--- src/rtl/ram_stream_reader.sv ---
// ram_stream_reader: streams a run of words out of a 256x32 block RAM.
// On a start it issues sequential reads from a base address, absorbs the
// one-cycle RAM read latency and delivers the words through a 2-entry FIFO
// as a valid/ready stream with a last-word marker.
// o_re is derived from registered state and this cycle's pop, so the credit
// check sees the slot being freed now; that keeps a 2-deep FIFO at one
// word per cycle without overflow.
module ram_stream_reader #(
    parameter int unsigned ADDR_W = 8,
    parameter int unsigned DATA_W = 32
) (
    input  logic              i_clk,
    input  logic              i_rst_n,
    input  logic              i_start,
    input  logic [ADDR_W-1:0] i_base,
    input  logic [ADDR_W:0]   i_len,
    output logic              o_busy,
    output logic              o_done,
    output logic              o_re,
    output logic [ADDR_W-1:0] o_raddr,
    input  logic [DATA_W-1:0] i_rdata,
    output logic              o_tvalid,
    input  logic              i_tready,
    output logic [DATA_W-1:0] o_tdata,
    output logic              o_tlast
);

    typedef enum logic [1:0] {S_IDLE, S_RUN, S_DRAIN, S_DONE} state_t;

    state_t            state_q, state_d;
    logic [ADDR_W-1:0] raddr_q, raddr_d;
    logic [ADDR_W:0]   len_q, len_d;
    logic [ADDR_W:0]   issue_cnt_q, issue_cnt_d;
    logic              inflight_q, inflight_d;
    logic              inflight_last_q, inflight_last_d;
    logic [DATA_W-1:0] fifo_data_q [2];
    logic [DATA_W-1:0] fifo_data_d [2];
    logic [1:0]        fifo_last_q, fifo_last_d;
    logic              wr_ptr_q, wr_ptr_d;
    logic              rd_ptr_q, rd_ptr_d;
    logic [1:0]        count_q, count_d;

    logic       head_valid;
    logic       head_last;
    logic       pop;
    logic       push;
    logic       accept_start;
    logic [2:0] occ_sum;
    logic       credit_ok;
    logic       issue;
    logic       issue_last;

    assign head_valid   = (count_q != 2'd0);
    assign head_last    = fifo_last_q[rd_ptr_q];
    assign pop          = head_valid && i_tready;
    assign push         = inflight_q;
    assign accept_start = i_start && ((state_q == S_IDLE) || (state_q == S_DONE));
    assign occ_sum      = {1'b0, count_q} + {2'b00, inflight_q};
    assign credit_ok    = pop ? (occ_sum < 3'd3) : (occ_sum < 3'd2);
    assign issue        = (state_q == S_RUN) && credit_ok;
    assign issue_last   = issue && (issue_cnt_q == (len_q - (ADDR_W+1)'(1)));

    // State register
    always_ff @(posedge i_clk or negedge i_rst_n) begin
        if (!i_rst_n) begin
            state_q <= S_IDLE;
        end else begin
            state_q <= state_d;
        end
    end

    // Next-state logic
    always_comb begin
        state_d = state_q;
        unique case (state_q)
            S_IDLE:  if (accept_start) state_d = (i_len == '0) ? S_DONE : S_RUN;
            S_RUN:   if (issue_last) state_d = S_DRAIN;
            S_DRAIN: if (pop && head_last) state_d = S_DONE;
            S_DONE:  begin
                if (accept_start) state_d = (i_len == '0) ? S_DONE : S_RUN;
                else              state_d = S_IDLE;
            end
            default: state_d = S_IDLE;
        endcase
    end

    // Output decode
    always_comb begin
        o_busy   = (state_q == S_RUN) || (state_q == S_DRAIN);
        o_done   = (state_q == S_DONE);
        o_re     = issue;
        o_raddr  = raddr_q;
        o_tvalid = head_valid;
        o_tdata  = fifo_data_q[rd_ptr_q];
        o_tlast  = head_valid && head_last;
    end

    // Transfer counters, in-flight tracking and FIFO next values
    always_comb begin
        raddr_d         = raddr_q;
        len_d           = len_q;
        issue_cnt_d     = issue_cnt_q;
        inflight_d      = issue;
        inflight_last_d = issue_last;
        fifo_data_d     = fifo_data_q;
        fifo_last_d     = fifo_last_q;
        wr_ptr_d        = wr_ptr_q;
        rd_ptr_d        = rd_ptr_q;
        count_d         = count_q;

        if (accept_start) begin
            raddr_d     = i_base;
            len_d       = i_len;
            issue_cnt_d = '0;
        end else if (issue) begin
            raddr_d     = raddr_q + ADDR_W'(1);
            issue_cnt_d = issue_cnt_q + (ADDR_W+1)'(1);
        end

        if (push) begin
            fifo_data_d[wr_ptr_q] = i_rdata;
            fifo_last_d[wr_ptr_q] = inflight_last_q;
            wr_ptr_d              = ~wr_ptr_q;
        end
        if (pop) begin
            rd_ptr_d = ~rd_ptr_q;
        end
        unique case ({push, pop})
            2'b10:   count_d = count_q + 2'd1;
            2'b01:   count_d = count_q - 2'd1;
            default: count_d = count_q;
        endcase
    end

    // Datapath registers
    always_ff @(posedge i_clk or negedge i_rst_n) begin
        if (!i_rst_n) begin
            raddr_q         <= '0;
            len_q           <= '0;
            issue_cnt_q     <= '0;
            inflight_q      <= 1'b0;
            inflight_last_q <= 1'b0;
            for (int unsigned i = 0; i < 2; i++) begin
                fifo_data_q[i] <= '0;
            end
            fifo_last_q     <= '0;
            wr_ptr_q        <= 1'b0;
            rd_ptr_q        <= 1'b0;
            count_q         <= '0;
        end else begin
            raddr_q         <= raddr_d;
            len_q           <= len_d;
            issue_cnt_q     <= issue_cnt_d;
            inflight_q      <= inflight_d;
            inflight_last_q <= inflight_last_d;
            fifo_data_q     <= fifo_data_d;
            fifo_last_q     <= fifo_last_d;
            wr_ptr_q        <= wr_ptr_d;
            rd_ptr_q        <= rd_ptr_d;
            count_q         <= count_d;
        end
    end

    // A returning word must always find a free FIFO slot
    fifo_no_overflow: assert property (@(posedge i_clk) disable iff (!i_rst_n)
        !(push && !pop && (count_q == 2'd2)));

endmodule

--- config.mk ---
export PLATFORM = sky130hd
export DESIGN_NAME = ram_stream_reader
export DESIGN_NICKNAME = d
export VERILOG_FILES = /design/src/rtl/ram_stream_reader.sv
export SDC_FILE = /design/constraint.sdc
export NUM_CORES = 1
export LEC_CHECK = 0
export BUFFER_PORTS_ARGS = -buffer_cell sky130_fd_sc_hd__buf_2
export CORE_AREA = 2 2 97 99
export DETAILED_ROUTE_END_ITERATION = 6
export DIE_AREA = 0 0 99 101
export GPL_ROUTABILITY_DRIVEN = 0
export GPL_TIMING_DRIVEN = 0
export PLACE_DENSITY = 0.83
export RECOVER_POWER = 25
export SETUP_SLACK_MARGIN = 0.1
export SYNTH_ARGS = -nofsm -noshare
export SYNTH_HDL_FRONTEND = slang
export SYNTH_SLANG_ARGS = --single-unit
--- constraint.sdc ---
create_clock -name i_clk -period 3.5 [get_ports i_clk]
set_input_delay 0.35 -clock i_clk [delete_from_list [all_inputs] [get_ports i_clk]]
set_output_delay 0.35 -clock i_clk [all_outputs]
set_load 0.1 [all_outputs]
==> impl_summary.log <==
[metrics] diode insertion count for antenna repair: 0
[metrics] Mapped Avg Cell Area: 12.6 um^2
[metrics] FF+latch area: 2500 um^2
[metrics] max_slew headroom: -0.831
[metrics] number of flops mapped to enable cells by yosys: 0
[metrics] RSZ-0062 raised after global routing: no
[metrics] Max Clk Rate: 0.310 GHz
[metrics] CTS Sinks: 100
[metrics] number of H-tree levels: 3
[metrics] sum of overflow across all layers after global routing: 0
[metrics] WL final: 9.31 mm
[metrics] global-route wire length before repair: 15.9 mm
[metrics] Hold/Removal Path Class: in -> reg
[metrics] count of boundary I/O pins: 98
[metrics] async set-or-reset flop fraction in the synthesized netlist: 1.00
[metrics] Layout Skew: 0.0193 ns
[metrics] endpoint class of the critical path: primary output
[metrics] Setup crit start kind: register
[metrics] CP Class: reg -> out
[metrics] core area: 8980 um^2
[metrics] post-route minimum period: 3.23 ns
[metrics] Yosys warning count: 0
[metrics] clock buffers created by TritonCTS: 9
[metrics] number of buffers added for setup after CTS: 0
[metrics] Core Rows: 35
[metrics] total area of multi-input combinational cells: 2170 um^2
[metrics] Yosys cell types: 36
[metrics] post-cts sizing count: 0
[metrics] post-synthesis sequential element count: 100
[metrics] initial DRC count: 110
[metrics] Synth Cell Area: 4780 um^2
[metrics] Setup violations, final: 0
[metrics] number of global-route vias before repair: 3428
[metrics] Synthesized Nets: 443
[metrics] GR Util All Layers: 0.198
[metrics] final layout net count: 552
[metrics] total of max-cap violations: 1
[metrics] HPWL after detailed placement: 6.81 mm
[metrics] antenna violations before repair: 1
[metrics] TNS Setup: 0 ns
[metrics] synthesized netlist cell count: 379
[metrics] crit path DAT: 2.88 ns
[metrics] antenna violation net count after detailed routing: 0
[metrics] largest driver fanout on the critical path: 11
[metrics] post-route clock period utilization: 0.923
[metrics] number of design rule violations left after detail routing: 0
[metrics] Initial Utilization: 0.533
[metrics] Area growth syn-to-layout: 17.3%
[metrics] required time of the worst setup path: 3.15 ns
[metrics] post-cts hold buffer count: 0
[metrics] outcome: finished with violations
[metrics] Worst-path clk slew: 0.09 ns
[metrics] die boundary width: 99 um
[metrics] number of buffer cells added on primary ports: 97
[metrics] failing checks: max-capacitance violations, max-slew violations
[metrics] total via count in the routed design: 3264
[metrics] TritonCTS clock tree: built
[metrics] maximum count of clock buffers along a single path: 2
[metrics] maximum number of pins on one net before global-route repair: 52
[metrics] primary flip-flop cell chosen by synthesis mapping: sky130_fd_sc_hd__dfrtp_1
[metrics] share of layout cells above drive strength 1: 0.448
[metrics] CTS Root Cell: sky130_fd_sc_hd__clkbuf_8
[metrics] die extent in y: 101 um
[metrics] Worst-Margin Slew: 2.75 ns
[metrics] proportion of synthesized chip area in sequential cells: 0.523
[metrics] final number of hold-violating endpoints: 0
[metrics] iteration count of the initial detailed-routing pass: 4
[metrics] WL per Instance: 15.4 um
[metrics] mean number of vias per cell: 5.40
[metrics] area of the die: 10000 um^2
[metrics] final-report max-slew violation count: 51
[metrics] fill cell total of the finished layout: 715
[metrics] Clk Latency, worst-skew pair: 0.36 ns
synth_stat cells, types with 2 or more instances:
| master | n | area (um^2) |
|---|---|---|
| sky130_fd_sc_hd__mux2_2 | 105 | 1180 |
| sky130_fd_sc_hd__dfrtp_1 | 100 | 2500 |
| sky130_fd_sc_hd__o21ai_0 | 14 | 70.1 |
| sky130_fd_sc_hd__nor2_1 | 18 | 67.6 |
| sky130_fd_sc_hd__clkbuf_1 | 12 | 45.0 |
| sky130_fd_sc_hd__a211o_1 | 2 | 17.5 |
| sky130_fd_sc_hd__a31oi_1 | 2 | 12.5 |
| sky130_fd_sc_hd__mux2i_1 | 4 | 40.0 |
| sky130_fd_sc_hd__or4_1 | 2 | 15.0 |
| sky130_fd_sc_hd__nand3_1 | 7 | 35.0 |
| sky130_fd_sc_hd__nand2_1 | 17 | 63.8 |
| sky130_fd_sc_hd__ha_1 | 11 | 138 |
| sky130_fd_sc_hd__nand4_1 | 4 | 25.0 |
| sky130_fd_sc_hd__and4_1 | 3 | 26.3 |
| sky130_fd_sc_hd__buf_1 | 4 | 15.0 |
| sky130_fd_sc_hd__and3_1 | 3 | 18.8 |
| sky130_fd_sc_hd__nor3_1 | 5 | 25.0 |
| sky130_fd_sc_hd__xnor2_1 | 15 | 131 |
| sky130_fd_sc_hd__nand3b_1 | 2 | 15.0 |
| sky130_fd_sc_hd__nor4_1 | 2 | 12.5 |
| sky130_fd_sc_hd__a21oi_1 | 5 | 25.0 |
| sky130_fd_sc_hd__inv_1 | 12 | 45.0 |
| sky130_fd_sc_hd__xor2_1 | 17 | 149 |
kinds of logic (layout without fill, tap and decap cells):
group,Yosys count,after routing,synth area share
compound gates,28,28,0.0353
xor+xnor,32,32,0.0586
fa+ha+maj,11,11,0.0288
buf+inv,29,143,0.0230
flops,100,100,0.523
mux,109,109,0.256
simple gates,70,70,0.0756
cell type report:
| cell class | instances | area share |
|---|---|---|
| Clock inverter | 6 | 0.00848 |
| Clock buffer | 10 | 0.0228 |
| Tap cell | 111 | 0.0248 |
| Multi-Input combinational cell | 250 | 0.387 |
| Timing Repair Buffer | 98 | 0.0912 |
| Inverter | 12 | 0.00803 |
| Sequential cell | 100 | 0.446 |
| Buffer | 17 | 0.0116 |
final timing paths:
check                                            start  slack, ns                           to  cells past startpoint
max in group asynchronous                      i_rst_n       1.08       o_raddr[3]$_DFFE_PN0P_                      1
worst min register to register    wr_ptr_q$_DFFE_PN0P_       0.50         wr_ptr_q$_DFFE_PN0P_                      1
min in group asynchronous                      i_rst_n       0.85  fifo_data_q[44]$_DFFE_PN0P_                      1
worst max register to register  count_q[0]$_DFFE_PN0P_       0.66       state_q[1]$_DFFE_PN0P_                      9
worst min-delay path                         i_base[0]       0.21       o_raddr[0]$_DFFE_PN0P_                      3
worst max-delay path            count_q[0]$_DFFE_PN0P_       0.27                         o_re                      7
cells in the final DEF, fill, tap and decap left out, types with 2 or more instances in the layout:
| cell type | synthesis | routed |
|---|---|---|
| sky130_fd_sc_hd__xor2_1 | 17 | 17 |
| sky130_fd_sc_hd__nand2_1 | 17 | 17 |
| sky130_fd_sc_hd__o21ai_0 | 14 | 14 |
| sky130_fd_sc_hd__nor4_1 | 2 | 2 |
| sky130_fd_sc_hd__clkbuf_8 | 0 | 9 |
| sky130_fd_sc_hd__a21oi_1 | 5 | 5 |
| sky130_fd_sc_hd__nand3_1 | 7 | 7 |
| sky130_fd_sc_hd__and4_1 | 3 | 3 |
| sky130_fd_sc_hd__nor3_1 | 5 | 5 |
| sky130_fd_sc_hd__clkinvlp_4 | 0 | 3 |
| sky130_fd_sc_hd__and3_1 | 3 | 3 |
| sky130_fd_sc_hd__clkbuf_1 | 12 | 14 |
| sky130_fd_sc_hd__a31oi_1 | 2 | 2 |
| sky130_fd_sc_hd__mux2i_1 | 4 | 4 |
| sky130_fd_sc_hd__or4_1 | 2 | 2 |
| sky130_fd_sc_hd__buf_1 | 4 | 4 |
| sky130_fd_sc_hd__mux2_2 | 105 | 105 |
| sky130_fd_sc_hd__dfrtp_1 | 100 | 100 |
| sky130_fd_sc_hd__a211o_1 | 2 | 2 |
| sky130_fd_sc_hd__nand4_1 | 4 | 4 |
| sky130_fd_sc_hd__buf_2 | 1 | 97 |
| sky130_fd_sc_hd__xnor2_1 | 15 | 15 |
| sky130_fd_sc_hd__nand3b_1 | 2 | 2 |
| sky130_fd_sc_hd__inv_1 | 12 | 12 |
| sky130_fd_sc_hd__ha_1 | 11 | 11 |
| sky130_fd_sc_hd__nor2_1 | 18 | 18 |
per-stage QoR:
step           cells  worst slack (ns)  area (um^2)   util  hold WS [ns]
6_report         604             0.271         5610  0.625         0.208
5_1_grt          604             0.124         5610  0.625         0.204
4_1_cts          604             0.283         5610  0.625        0.0257
3_5_place_dp     588             0.679         5440  0.606         0.422
3_3_place_gp     587             0.725         5410  0.602         0.478
2_1_floorplan    379             0.975         4780      -        0.0544
critical path, cell delays in order, from the launching register on:
cell,delay [ns]
sky130_fd_sc_hd__dfrtp_1,0.46
sky130_fd_sc_hd__ha_1,0.22
sky130_fd_sc_hd__inv_1,0.05
sky130_fd_sc_hd__ha_1,0.26
sky130_fd_sc_hd__a211o_1,0.28
sky130_fd_sc_hd__a21boi_1,0.41
sky130_fd_sc_hd__buf_2,0.37
sky130_fd_sc_hd__buf_2,0.48
metal layers:
metal	vias to the layer above	GRT usage	wire, um
li1	1548	-	-
met1	1601	0.244	4070
met2	96	0.344	4560
met3	17	0.0430	488
met4	2	0.0748	175
met5	-	0	14
state kept, by name, indices dropped and copies added, names as in the netlist:
signal,count
len_q,9
fifo_data_q,64
o_raddr,8
inflight_last_q,1
wr_ptr_q,1
fifo_last_q,2
count_q,2
state_q,2
inflight_q,1
issue_cnt_q,9
rd_ptr_q,1
Power is left out: the tool's default activity adds up to more than one toggle a clock period on the data nets, which glitch-free logic cannot reach.
